**config.mk**
```make
export PLATFORM = sky130hd
export DESIGN_NAME = vram_arbiter
export DESIGN_NICKNAME = d
export VERILOG_FILES = /design/src/rtl/vram_arbiter_pkg.sv /design/src/rtl/vram_irq_ctl.sv /design/src/rtl/vram_arbiter.sv
export SDC_FILE = /design/constraint.sdc
export NUM_CORES = 1
export LEC_CHECK = 0
export ABC_AREA = 1
export BUFFER_PORTS_ARGS = -buffer_cell sky130_fd_sc_hd__buf_4
export CAP_MARGIN = 5
export CORE_MARGIN = 2
export CORE_UTILIZATION = 50
export DETAILED_ROUTE_END_ITERATION = 10
export PLACE_DENSITY_LB_ADDON = 0.12
export RECOVER_POWER = 25
export SLEW_MARGIN = 20
export SYNTH_ARGS = -nofsm -noshare
export SYNTH_HDL_FRONTEND = slang
export SYNTH_SLANG_ARGS = --single-unit
```
**constraint.sdc**
```tcl
create_clock -name clk -period 2.9 [get_ports clk]
set_input_delay 0.29 -clock clk [delete_from_list [all_inputs] [get_ports clk]]
set_output_delay 0.29 -clock clk [all_outputs]
set_load 0.03 [all_outputs]
```
**src/rtl/vram_arbiter_pkg.sv**
```systemverilog
// Shared definitions for the VRAM arbiter: slot index width, the default
// video slot reservation and the CPU-side access state encoding.
package vram_arbiter_pkg;

  localparam int SLOT_W = 3;

  localparam logic [7:0] DEFAULT_VID_SLOT_MASK = 8'b0000_0011;

  typedef enum logic [1:0] {
    ST_IDLE = 2'd0,
    ST_WAIT = 2'd1,
    ST_ACK  = 2'd2
  } arb_state_e;

  // True when the given cell slot is reserved for tile fetch.
  function automatic logic slot_reserved(input logic [7:0] mask,
                                         input logic [SLOT_W-1:0] slot);
    return mask[slot];
  endfunction

endpackage

```
**src/rtl/vram_irq_ctl.sv**
```systemverilog
// VBLANK interrupt flop: a rising edge of vblank pulls the active-low
// interrupt low, a sampled low acknowledge releases it. When both occur on
// the same clock the new interrupt wins so no frame is lost.
module vram_irq_ctl (
  input  logic clk_i,
  input  logic rst_ni,
  input  logic vblank_i,
  input  logic int_ack_ni,
  output logic irq_no
);

  logic vblank_q;
  logic irq_n_q, irq_n_d;

  // Next interrupt level: set on vblank entry, else cleared by acknowledge.
  always_comb begin
    irq_n_d = irq_n_q;
    if (vblank_i && !vblank_q) begin
      irq_n_d = 1'b0;
    end else if (!int_ack_ni) begin
      irq_n_d = 1'b1;
    end
  end

  // Delayed vblank for edge detection and the interrupt flop itself.
  always_ff @(posedge clk_i or negedge rst_ni) begin
    if (!rst_ni) begin
      vblank_q <= 1'b0;
      irq_n_q  <= 1'b1;
    end else begin
      vblank_q <= vblank_i;
      irq_n_q  <= irq_n_d;
    end
  end

  assign irq_no = irq_n_q;

endmodule

```
**src/rtl/vram_arbiter.sv**
```systemverilog
// Single-port VRAM arbiter. Reserved slots of each 8-pixel character cell
// fetch tiles for video and are never delayed; every other pixel slot, and
// all of blanking, may serve one pending CPU access. The RAM is synchronous,
// so read data is captured one clock after the address was presented.
module vram_arbiter
  import vram_arbiter_pkg::*;
#(
  parameter int         ADDR_W        = 10,
  parameter int         DATA_W        = 8,
  parameter logic [7:0] VID_SLOT_MASK = DEFAULT_VID_SLOT_MASK,
  parameter int         MAX_WAIT      = 15
) (
  input  logic              clk,
  input  logic              nRESET,
  input  logic              pix_en,
  input  logic [SLOT_W-1:0] h_cnt,
  input  logic              hblank,
  input  logic              vblank,
  input  logic [ADDR_W-1:0] vid_addr,
  output logic [DATA_W-1:0] vid_data,
  output logic              vid_valid,
  input  logic              cpu_req,
  input  logic              cpu_we,
  input  logic [ADDR_W-1:0] cpu_addr,
  input  logic [DATA_W-1:0] cpu_wdata,
  output logic [DATA_W-1:0] cpu_rdata,
  output logic              cpu_ack,
  output logic              cpu_rdy,
  output logic              cpu_timeout,
  input  logic              nINTACK,
  output logic              nIRQ,
  output logic [ADDR_W-1:0] ram_addr,
  output logic              ram_we,
  output logic [DATA_W-1:0] ram_wdata,
  input  logic [DATA_W-1:0] ram_rdata
);

  localparam int WAIT_W = $clog2(MAX_WAIT + 1);

  logic active;
  logic vid_slot;
  logic cpu_ok;
  logic cpu_issue;

  arb_state_e state_q, state_d;

  logic [WAIT_W-1:0] wait_cnt_q, wait_cnt_d;
  logic              timeout_q, timeout_d;

  logic              issue_rd_q;
  logic              vid_pend_q;
  logic              vid_valid_q;
  logic [DATA_W-1:0] vid_data_q;
  logic [DATA_W-1:0] cpu_rdata_q;

  logic [ADDR_W-1:0] addr_q, ram_addr_d;
  logic [DATA_W-1:0] wdata_q, ram_wdata_d;

  assign active   = ~hblank & ~vblank;
  assign vid_slot = pix_en & active & slot_reserved(VID_SLOT_MASK, h_cnt);
  assign cpu_ok   = pix_en & ~vid_slot;

  // CPU access FSM: grant on an eligible pixel slot, count slots spent
  // waiting, and block a back-to-back grant during the acknowledge clock.
  always_comb begin
    state_d    = state_q;
    cpu_issue  = 1'b0;
    wait_cnt_d = wait_cnt_q;
    timeout_d  = timeout_q;
    unique case (state_q)
      ST_IDLE: begin
        if (cpu_req) begin
          if (cpu_ok) begin
            cpu_issue = 1'b1;
            state_d   = ST_ACK;
          end else begin
            state_d = ST_WAIT;
          end
        end
      end
      ST_WAIT: begin
        if (!cpu_req) begin
          state_d    = ST_IDLE;
          wait_cnt_d = '0;
        end else if (cpu_ok) begin
          cpu_issue  = 1'b1;
          state_d    = ST_ACK;
          wait_cnt_d = '0;
        end else if (pix_en) begin
          if (wait_cnt_q != WAIT_W'(MAX_WAIT)) begin
            wait_cnt_d = wait_cnt_q + 1'b1;
          end
          if (wait_cnt_d == WAIT_W'(MAX_WAIT)) begin
            timeout_d = 1'b1;
          end
        end
      end
      ST_ACK: begin
        state_d = ST_IDLE;
      end
      default: begin
        state_d = ST_IDLE;
      end
    endcase
  end

  // RAM port mux: video owns its slots, a CPU issue owns its single clock,
  // otherwise address and write data hold their previous values.
  always_comb begin
    ram_addr_d  = addr_q;
    ram_wdata_d = wdata_q;
    if (vid_slot) begin
      ram_addr_d = vid_addr;
    end else if (cpu_issue) begin
      ram_addr_d  = cpu_addr;
      ram_wdata_d = cpu_wdata;
    end
  end

  // State, wait counter, sticky timeout and RAM port hold registers.
  always_ff @(posedge clk or negedge nRESET) begin
    if (!nRESET) begin
      state_q    <= ST_IDLE;
      wait_cnt_q <= '0;
      timeout_q  <= 1'b0;
      addr_q     <= '0;
      wdata_q    <= '0;
    end else begin
      state_q    <= state_d;
      wait_cnt_q <= wait_cnt_d;
      timeout_q  <= timeout_d;
      addr_q     <= ram_addr_d;
      wdata_q    <= ram_wdata_d;
    end
  end

  // Read return path: RAM data arrives the clock after the address, so it
  // is captured one clock after a video slot or a CPU read issue.
  always_ff @(posedge clk or negedge nRESET) begin
    if (!nRESET) begin
      issue_rd_q  <= 1'b0;
      vid_pend_q  <= 1'b0;
      vid_valid_q <= 1'b0;
      vid_data_q  <= '0;
      cpu_rdata_q <= '0;
    end else begin
      issue_rd_q  <= cpu_issue & ~cpu_we;
      vid_pend_q  <= vid_slot;
      vid_valid_q <= vid_pend_q;
      if (vid_pend_q) begin
        vid_data_q <= ram_rdata;
      end
      if ((state_q == ST_ACK) && issue_rd_q) begin
        cpu_rdata_q <= ram_rdata;
      end
    end
  end

  vram_irq_ctl u_irq_ctl (
    .clk_i      (clk),
    .rst_ni     (nRESET),
    .vblank_i   (vblank),
    .int_ack_ni (nINTACK),
    .irq_no     (nIRQ)
  );

  // The RAM strobe, address and RDY are combinational, so they are forced
  // to their idle values while reset is held.
  assign ram_we      = nRESET & cpu_issue & cpu_we;
  assign ram_addr    = nRESET ? ram_addr_d : '0;
  assign ram_wdata   = nRESET ? ram_wdata_d : '0;
  assign cpu_ack     = (state_q == ST_ACK);
  assign cpu_rdy     = ~nRESET | ~(cpu_req & ~cpu_ack);
  assign cpu_timeout = timeout_q;
  assign cpu_rdata   = cpu_rdata_q;
  assign vid_data    = vid_data_q;
  assign vid_valid   = vid_valid_q;

endmodule

```
### After elaboration in Yosys (flattened, before gate mapping)

Memory sizes are Yosys's and may differ from the RTL's.
Cells that the tools add are included.

* bits of input ports: 47
* register bits after elaboration: 46
* logic and storage cells: 73
* output and inout bits: 40
* memories kept: 1
* bits in read-only memories: 8

Memory list
* (name not given): words 8, bits a word 1, rd ports 1, clocked after Yosys merged registers in 0, write ports 0, line vram_arbiter_pkg.sv:18 `return mask[slot];`

* magnitude comparators: 1
* reductions and logical operators: 8
* bitwise logic cells: 17
* add/sub/neg operators: 1
* muxes and demuxes: 25
* eq/ne operators: 8

Operators with widths (count)
* 4-bit 2-to-1 mux: 8
* 10-bit 2-to-1 mux: 3
* 8-bit 2-to-1 mux: 3
* 1-bit AND: 8
* 2-bit 2-to-1 mux: 4
* 1-bit NOT: 8
* 1-bit 2-to-1 mux: 6
* 5-bit AND reduction: 1
* 4-bit by 1-bit adder with 4-bit output, second input constant: 1
* 4-bit equality test, second input constant: 1
* 3-bit by 4-bit less-than comparator with 1-bit output, second input constant: 1
* 4-bit inequality test, second input constant: 1
* 2-bit one-hot mux with 2 select lines: 1
* 2-bit AND reduction: 2
* 3-bit by 2-bit inequality test with 1-bit output, second input constant: 1
* 3-bit inequality test, second input constant: 1
* 2-bit by 1-bit equality test with 1-bit output, second input constant: 1
* 2-bit equality test, second input constant: 1
* 1-bit logical AND: 2
* 2-bit zero test: 1
* 2-bit by 1-bit inequality test with 1-bit output, second input constant: 1
* 2-bit inequality test, second input constant: 1
* 2-bit OR reduction: 1
* 1-bit zero test: 1
* 1-bit bitwise OR: 1

### Depth between registers and ports, before layout

Gate-level depths: netlist of the first run.

* depth after elaboration: 12
* depth in mapped cells: 8
* mapped depth without buffers: 8

### Modules after synthesis

A second synthesis of the first run with hierarchy kept.

* cell total of the unflattened synthesis: 251
* area, all modules: 2209.6 um^2

Modules (own cells, without submodules)
* vram_arbiter: instances 1, seq. area each 1101.1 um^2, area an instance 2135.8 um^2, cells an instance 243
* vram_irq_ctl: instances 1, seq. area each 51.3 um^2, area an instance 73.8 um^2, cells an instance 8

### Worst setup path before layout of the first run

OpenSTA, ideal clock, no wires.

* kind: input port to output port
* start point: in vblank
* end point: out ram_wdata[0]
* data required time: 2610 ps
* arrival time: 1375 ps
* cell stages on the path: 6
* buffers on the path: 1
* slack: 1235 ps
* path through: nor2_1 > nand3_4 > nand3_2 > buf_6 > nand2_1 > a21oi_1

* longest elaborated chain between the ends: 12

RTL lines
* start, declared: line vram_arbiter.sv:18 `input logic vblank,`
* 1-bit NOT *: line vram_arbiter.sv:59 `assign active = ~hblank & ~vblank;`
* 1-bit AND *: line vram_arbiter.sv:59
* 1-bit AND * (2 in series): line vram_arbiter.sv:60 `assign vid_slot = pix_en & active & slot_reserved(VID_SLOT_MASK, h_cnt);`
* 1-bit NOT: line vram_arbiter.sv:61 `assign cpu_ok = pix_en & ~vid_slot;`
* 1-bit AND: line vram_arbiter.sv:61
* 1-bit 2-to-1 mux: line vram_arbiter.sv:73, vram_arbiter.sv:85
* 1-bit 2-to-1 mux: line vram_arbiter.sv:72 `if (cpu_req) begin`
* 1-bit 2-to-1 mux
* 8-bit 2-to-1 mux: line vram_arbiter.sv:114 `end else if (cpu_issue) begin`
* 8-bit 2-to-1 mux *: line vram_arbiter.sv:112 `if (vid_slot) begin`
* 8-bit 2-to-1 mux *: line vram_arbiter.sv:171 `assign ram_wdata = nRESET ? ram_wdata_d : '0;`
* end, declared: line vram_arbiter.sv:34 `output logic [DATA_W-1:0] ram_wdata,`

Every way passes the cells marked *; elsewhere a longest branch is shown, timed or not.

### Final worst setup path of the first run

* start point: reg state_q[1]
* end point: out ram_wdata[6]

* longest elaborated chain between the ends: 6
* elaborated cells between the ends (all ways): 7
* classes of those cells: 1 x eq/ne; 4 x mux; 2 x reduce/logical

RTL lines
* start, declared: line vram_arbiter.sv:45 `arb_state_e state_q, state_d;`
* start signal, assigned: line vram_arbiter.sv:129 `state_q <= state_d;`
* 2-bit by 1-bit equality test with 1-bit output / 2-bit zero test (equally long branches): line vram_arbiter.sv:70 `unique case (state_q)`
* 2-bit OR reduction (no line) *
* 1-bit 2-to-1 mux *
* 8-bit 2-to-1 mux *: line vram_arbiter.sv:114
* 8-bit 2-to-1 mux *: line vram_arbiter.sv:112
* 8-bit 2-to-1 mux *: line vram_arbiter.sv:171

Marks and branches as above.

==> results.md, run 1 <==
* Num CTS Buffers at 5
* WP data required at approximately 2.6 ns
* Cell Pwr Density at roughly 600 nW/um2
* Setup crit start kind: flop
* Gr usage total at 0.205
* Min setup slack post-route at approximately 0.54 ns
* Worst-path clk slew at 0.10 ns
* Starting Density at 0.511
* Die ar. at 4930 um2
* Syn nets at 288
* Final setup vio count at 0
* RSZ-0062 raised after global routing: no
* Seq/Total Area, Yosys at 0.525
* Max stage delay cell, worst path: dfrtp_1
* Via count at between 1,500 and 2,000
* Synth Register Bits at 46
* Pins Over Slew Limit at 0
* Cts repair resizes at 0
* Vias in the first global route at 1,931
* Leakage at between 0.0015 and 0.002 uW
* Maximum clock path buffer count at 2
* Total gr overflow at 0
* Seq pwr share at 0.453
* Fraction of layout cells with a size suffix above 1 at 0.363
* Routability Congestion at roughly 0.81
* Switching Fraction at 0.348
* Slew Limit Headroom at 0.520
* Number of nets in the layout at approximately 370
* Drt drc at 0
* YS warnings at 0
* WP buf/inv at 4
* Clk pwr share at 0.231
* IO Pins at 87
* Slowest Stage Delay on Critical Path at ~0.36 ns
* Total clock sinks at 46
* Crit Path Class: flop to output port
* Drt via density at around 5.1
* Post-Syn Area at around 2200 um2
* Layout Skew at 0.0170 ns
* Wire per inst at ~12 um
* Die X at 70.2 um
* CP max FO at 11
* Worst-margin pin slew at between 0.7 and 0.8 ns
* Comb power frac at 0.316
* CP Capture Type: output port
* Routed wire length at around 4.7 mm
* Synth unique cells at 22
* Placeable Area at about 4300 um2
* CP delay by family, top: buffers and inverters
* Clk Latency, worst-skew pair at approximately 0.30 ns
* WP data arrival at ~2.1 ns
* Status: finished clean
* Antenna violations before repair at 0
* Detail Placement HPWL at approximately 3.4 mm
* DRT iter0 DRCs at 132
* Number of diodes at 0
* Avg Synthesized Cell Area at approximately 9 um2
* Largest net degree at the start of global routing at 48
* Fmax at 0.424 GHz
* Drt pass-1 iters at 4
* TritonCTS clock tree: done
* Layout Area Growth over Synthesis at 33.2%
* H-tree depth at 2
* Post-layout min period at between 2 and 2.5 ns
* Setup TNS at 0 ns
* Crit path cell chain: inv_1 -> nand2_1 -> inv_1 -> nand3_2 -> inv_2 -> nand2_1 -> a21oi_1 -> buf_4
* Setup WS pre-CTS at about 0.87 ns
* NetSw at roughly 600 uW
* Top cells by area, synth: dfrtp_1 51%, nand2_1 11%, o211ai_2 5.1%
* Die H at around 70 um
* Finished Core Util at 0.680
* Post-synth top area share at 0.513
* Hold Fails Final Rpt at 0
* CTS root buf: clkbuf_8
* Setup bufs post-CTS at 0
* Synth Instances at 240
* Max Cap Violations at 0
* Worst hold path type: input port to flop
* Max rail drop VDD at 328 uV
* Area leader, netlist: dfrtp_1
* Internal at ~1100 uW
* Final antenna-violating net count at 0
* First-pass GRT wire length at just over 8 mm
* Site row count at 24
* Final Cycle Share at 0.813
* Port Buf Inserts at between 80 and 90
-- stage by stage --
step                      instance area (um2)  std cells  hold WS, ns  total power (uW)
after floorplan                          2190        240     -0.00559              1130
after global placement                   2830        368        0.320              1340
after detailed placement                 2830        368        0.318              1350
after CTS                                2930        377        0.112              1750
after global routing                     2920        377        0.123              1830
final                                    2920        377        0.137              1730
-- Yosys cell counts --
cell type and count:
inv_1 29, nand2_1 63, inv_2 3, buf_2 5
dfstp_2 1, buf_6 5, a21oi_1 16, xor2_1 1
ha_1 1, nand3_2 8, mux2_2 4, dfrtp_1 45
o21ai_0 9, clkbuf_1 1, nand3_1 7, nand3_4 1
o21bai_1 1, o211ai_2 9, nor2_1 16, o22ai_1 4
nand4_1 10, o211ai_1 1
-- sequential cells by signal (all words and copies together), names as in the netlist --
name	cells
addr_q	10
cpu_rdata	8
cpu_timeout	1
issue_rd_q	1
state_q	2
u_irq_ctl.irq_no	1
u_irq_ctl.vblank_q	1
vid_data	8
vid_pend_q	1
vid_valid	1
wait_cnt_q	4
wdata_q	8
-- kinds of logic (layout without fill, tap and decap cells) --
family	Yosys count	count (layout)	share of synthesized area
mux	4	4	0.0205
xor+xnor	1	1	0.00399
buf+inv	43	128	0.0935
simple gates	105	105	0.224
fa+ha+maj	1	1	0.00570
flops	46	46	0.525
compound gates	40	40	0.127
-- cells in the final DEF (no fill, tap or decap) --
cell and n:
a21oi_1 16, buf_4 85, clkbuf_1 2, clkbuf_8 5
clkinvlp_4 2, dfrtp_1 45, dfstp_1 1, dlygate4sd3_1 1
ha_1 1, inv_1 29, inv_2 3, inv_6 1
mux2_2 4, nand2_1 63, nand3_1 7, nand3_2 8
nand3_4 1, nand4_1 10, nor2_1 16, o211ai_1 1
o211ai_2 9, o21ai_0 9, o21bai_1 1, o22ai_1 4
xor2_1 1
-- final cells by class --
class	instances	area, um2
inverter	32	120
clock inverter	3	23.8
multi-input combinational	151	836
sequential	46	1150
tap	52	65.1
fill	377	1370
clock buffer	5	68.8
timing repair buffer	88	656
-- worst reg2reg max path, stage by stage, from the launching register on --
cell     delay, ns
dfrtp_1       0.36
inv_1         0.08
nand2_1       0.07
inv_1         0.31
nand3_2       0.28
inv_2         0.23
nand2_1       0.10
nand2_1       0.07
-- routing by layer --
metal / part of all wire / global-route usage / vias to the layer above / routed length, um
li1: - / - / 951 / -
met1: 0.43 / 0.262 / 919 / 2020
met2: 0.51 / 0.351 / 53 / 2380
met3: 0.055 / 0.0534 / 6 / 260
met4: 0.0081 / 0.0449 / 0 / 38
met5: 0 / 0 / - / 0
-- timing repair --
item | 4_1_cts | 5_1_grt
setup endpoints to repair | 0 | 0
hold endpoints to repair | 23 | 0
hold buffers | 1 | 0
-- path summary, 6_finish.rpt --
check | from | endpoint | slack [ns] | depth (start not counted)
max in group asynchronous | nRESET | u_irq_ctl.irq_no | 1.71 | 3
min | cpu_we | issue_rd_q | 0.14 | 2
max | state_q[1] | ram_wdata[6] | 0.54 | 8
min in group asynchronous | nRESET | cpu_rdata[5] | 0.52 | 2
max reg2reg | state_q[1] | wdata_q[3] | 1.34 | 7
min reg2reg | cpu_timeout | cpu_timeout | 0.47 | 2
-- power groups by stage --
| stage | sequential, uW | clock (uW) | combinational [uW] |
|---|---|---|---|
| 2_1_floorplan | 909 | 0 | 217 |
| 3_3_place_gp | 797 | 0 | 543 |
| 3_5_place_dp | 800 | 0 | 553 |
| 4_1_cts | 787 | 411 | 555 |
| 5_1_grt | 800 | 437 | 594 |
| 6_report | 786 | 400 | 547 |
Note: power is estimated with default switching activity, not from simulation.
==> run 2, diff against run 1 <==
ABC_AREA = 0   (was 1)
CORE_UTILIZATION = 48   (was 50)
clock period = 2.3 ns   (was 2.9 ns; I/O delays follow)
==> results.md, run 2 <==
* Status: finished clean
* IO Pins at 87
* Routed wire length at approximately 5.2 mm
* Max FFs per register at 10
* CP most frequent cell: buf_4
* Setup crit start kind: flop
* Maximum clock path buffer count at 2
* Max stage delay cell, worst path: dfrtp_1
* TritonCTS clock tree: done
* Fmax at between 0.4 and 0.5 GHz
* Gr usage total at 0.214
* Max rail drop VDD at just under 400 uV
* Worst-path clk slew at 0.09 ns
* Largest net degree at the start of global routing at 43
* Cts repair resizes at 0
* CTS root buf: clkbuf_8
* Switching Fraction at 0.322
* Slowest Stage Delay on Critical Path at 0.46 ns
* WP buf/inv at 2
* Number of diodes at 0
* Clk Latency, worst-skew pair at 0.30 ns
* Placeable Area at roughly 4400 um2
* Num CTS Buffers at 5
* Number of nets in the layout at ~330
* CP Capture Type: output port
* Most frequent cells after synthesis: 45 x dfrtp_1, 16 x mux2_2, 12 x clkbuf_1, 12 x nand3_1, 12 x nor2_1
* Seq/Total Area, Yosys at 0.521
* Pins Over Slew Limit at 0
* Internal at between 1500 and 2000 uW
* Total gr overflow at 0
* Post-synth top area share at 0.509
* Placed insts at 330
* WP data arrival at 1.79 ns
* Top_reg_cell synth: dfrtp_1
* Comb power frac at 0.302
* Total clock sinks at 46
* Crit Path Class: flop to output port
* DRT iter0 DRCs at around 130
* Routability Congestion at between 0.7 and 0.8
* Post-layout min period at 2.02 ns
* Wire per inst at ~15 um
* Die X at between 70 and 80 um
* First-pass GRT wire length at between 8 and 9 mm
* Top-count cell post-synth: dfrtp_1
* CP delay by family, top: flip-flops
* NetSw at 734 uW
* Power, Total at around 2300 uW
* Most common cell after layout, fill and taps aside: buf_4
* Post-route insts no fill at 339
* Post-synth EDFFs at 0
* Commonest cells after routing, fill and taps aside: 85 x buf_4, 45 x dfrtp_1, 16 x mux2_2
* Die ar. at roughly 5200 um2
* RSZ-0062 raised after global routing: no
* Final setup vio count at 0
* Fraction of layout cells with a size suffix above 1 at 0.394
* Avg Synthesized Cell Area at around 11 um2
* CP max FO at 12
* Die H at between 70 and 80 um
* Post-Syn Area at between 2000 and 2500 um2
* WP data required at 2.07 ns
* Cell depth of the worst hold path at 2
* Drt via density at 5.66
* Site row count at 24
* Cell Pwr Density at between 700 and 800 nW/um2
* Synth Register Bits at 46
* Synth Instances at slightly above 200
* Biggest register: addr_q
* Reg-to-Reg End: cpu_rdata[4]
* Clk pwr share at 0.263
* Fill cells at about 360
* Seq pwr share at 0.435
* Area leader, netlist: dfrtp_1
* Via count at 1,919
* H-tree depth at 2
* Crit path cell chain: nand3b_1 -> buf_4 -> a221oi_1 -> nor3b_1 -> buf_4
* Hold_sp: nINTACK
* Setup TNS at 0 ns
* Min setup slack post-route at between 0.2 and 0.3 ns
* Worst r2r src: state_q[1]
* Final antenna-violating net count at 0
* Async SR Flop Fraction at 1.00
* Final Cycle Share at 0.879
* Vias in the first global route at 1,894
* Syn nets at 252
* Layout Area Growth over Synthesis at 35.3%
* R2R depth at 4
* YS warnings at 0
* Hold Fails Final Rpt at 0
* Worst-margin pin slew at 0.592 ns
* Port Buf Inserts at between 80 and 90
* Layout Skew at a little over 0.006 ns
* Drt drc at 0
* Setup WS pre-CTS at around 0.50 ns
* Drt pass-1 iters at 4
* Slew Limit Headroom at 0.603
* Detail Placement HPWL at between 3 and 4 mm
* Top cells by area, synth: dfrtp_1 51%, mux2_2 8.1%, and4b_1 5.0%
* Max Cap Violations at 0
* Worst reg-to-reg setup slack at about 0.7 ns
* Antenna violations before repair at 0
* Starting Density at 0.505
* Synth unique cells at 37
* Leakage at ~0.0014 uW
* Worst hold path type: input port to flop
* Endpoint, Worst Hold: u_irq_ctl.irq_no
==> run 2: layout make-up <==
class / count / area [um2] / share of cell area
Clock buffer: 5 / 68.8 / 0.0230
Clock inverter: 3 / 45.0 / 0.0150
Inverter: 7 / 26.3 / 0.00877
Multi-Input combinational cell: 135 / 971 / 0.324
Sequential cell: 46 / 1150 / 0.385
Tap cell: 52 / 65.1 / 0.0217
Timing Repair Buffer: 91 / 667 / 0.223
==> run 2: power by group through the flow <==
stage,clock (uW),combinational [uW],sequential [uW]
final,600,688,993
after global routing,649,741,1010
after CTS,614,709,994
after detailed placement,0,706,1010
after global placement,0,693,1000
after floorplan,0,271,1140
==> run 2: timing repair <==
action                                  4_1_cts  5_1_grt
setup buffers                                 0        0
hold endpoints to repair                     21        0
endpoints found under the setup margin        0        0
hold buffers                                  1        0
==> run 2: how the worst max path moves through the flow <==
stage               depth (start not counted)           to        from
global placement                            6  ram_addr[5]    h_cnt[2]
global route                                5  ram_addr[9]  state_q[1]
CTS                                         5  ram_addr[9]  state_q[1]
floorplan                                   4  ram_addr[7]    h_cnt[2]
detailed placement                          5  ram_addr[5]    h_cnt[2]
finish                                      5  ram_addr[9]  state_q[1]
==> run 2: logic make-up after synthesis <==
family                   Yosys count  synth area share
AND/OR/NAND/NOR                   77             0.214
flip-flops                        46             0.521
AO/OA/AOI/OAI                     40             0.133
buffers and inverters             23            0.0407
multiplexers                      16            0.0814
XOR/XNOR                           1           0.00396
adder cells (fa/ha/maj)            1           0.00565
==> run 2: routing by layer <==
metal	track usage	vias up	wire length, um
li1	-	923	-
met1	0.265	930	2170
met2	0.378	61	2640
met3	0.0569	5	348
met4	0.0503	0	42
met5	0	-	0
==> run 2: stage by stage <==
stage	utilization	hold WS (ns)	cell area (um2)
6_report	0.683	0.0675	3000
5_1_grt	0.683	0.0701	3000
4_1_cts	0.688	0.0667	3010
3_5_place_dp	0.659	0.191	2890
3_3_place_gp	0.659	0.191	2890
2_1_floorplan	-	-0.0656	2210
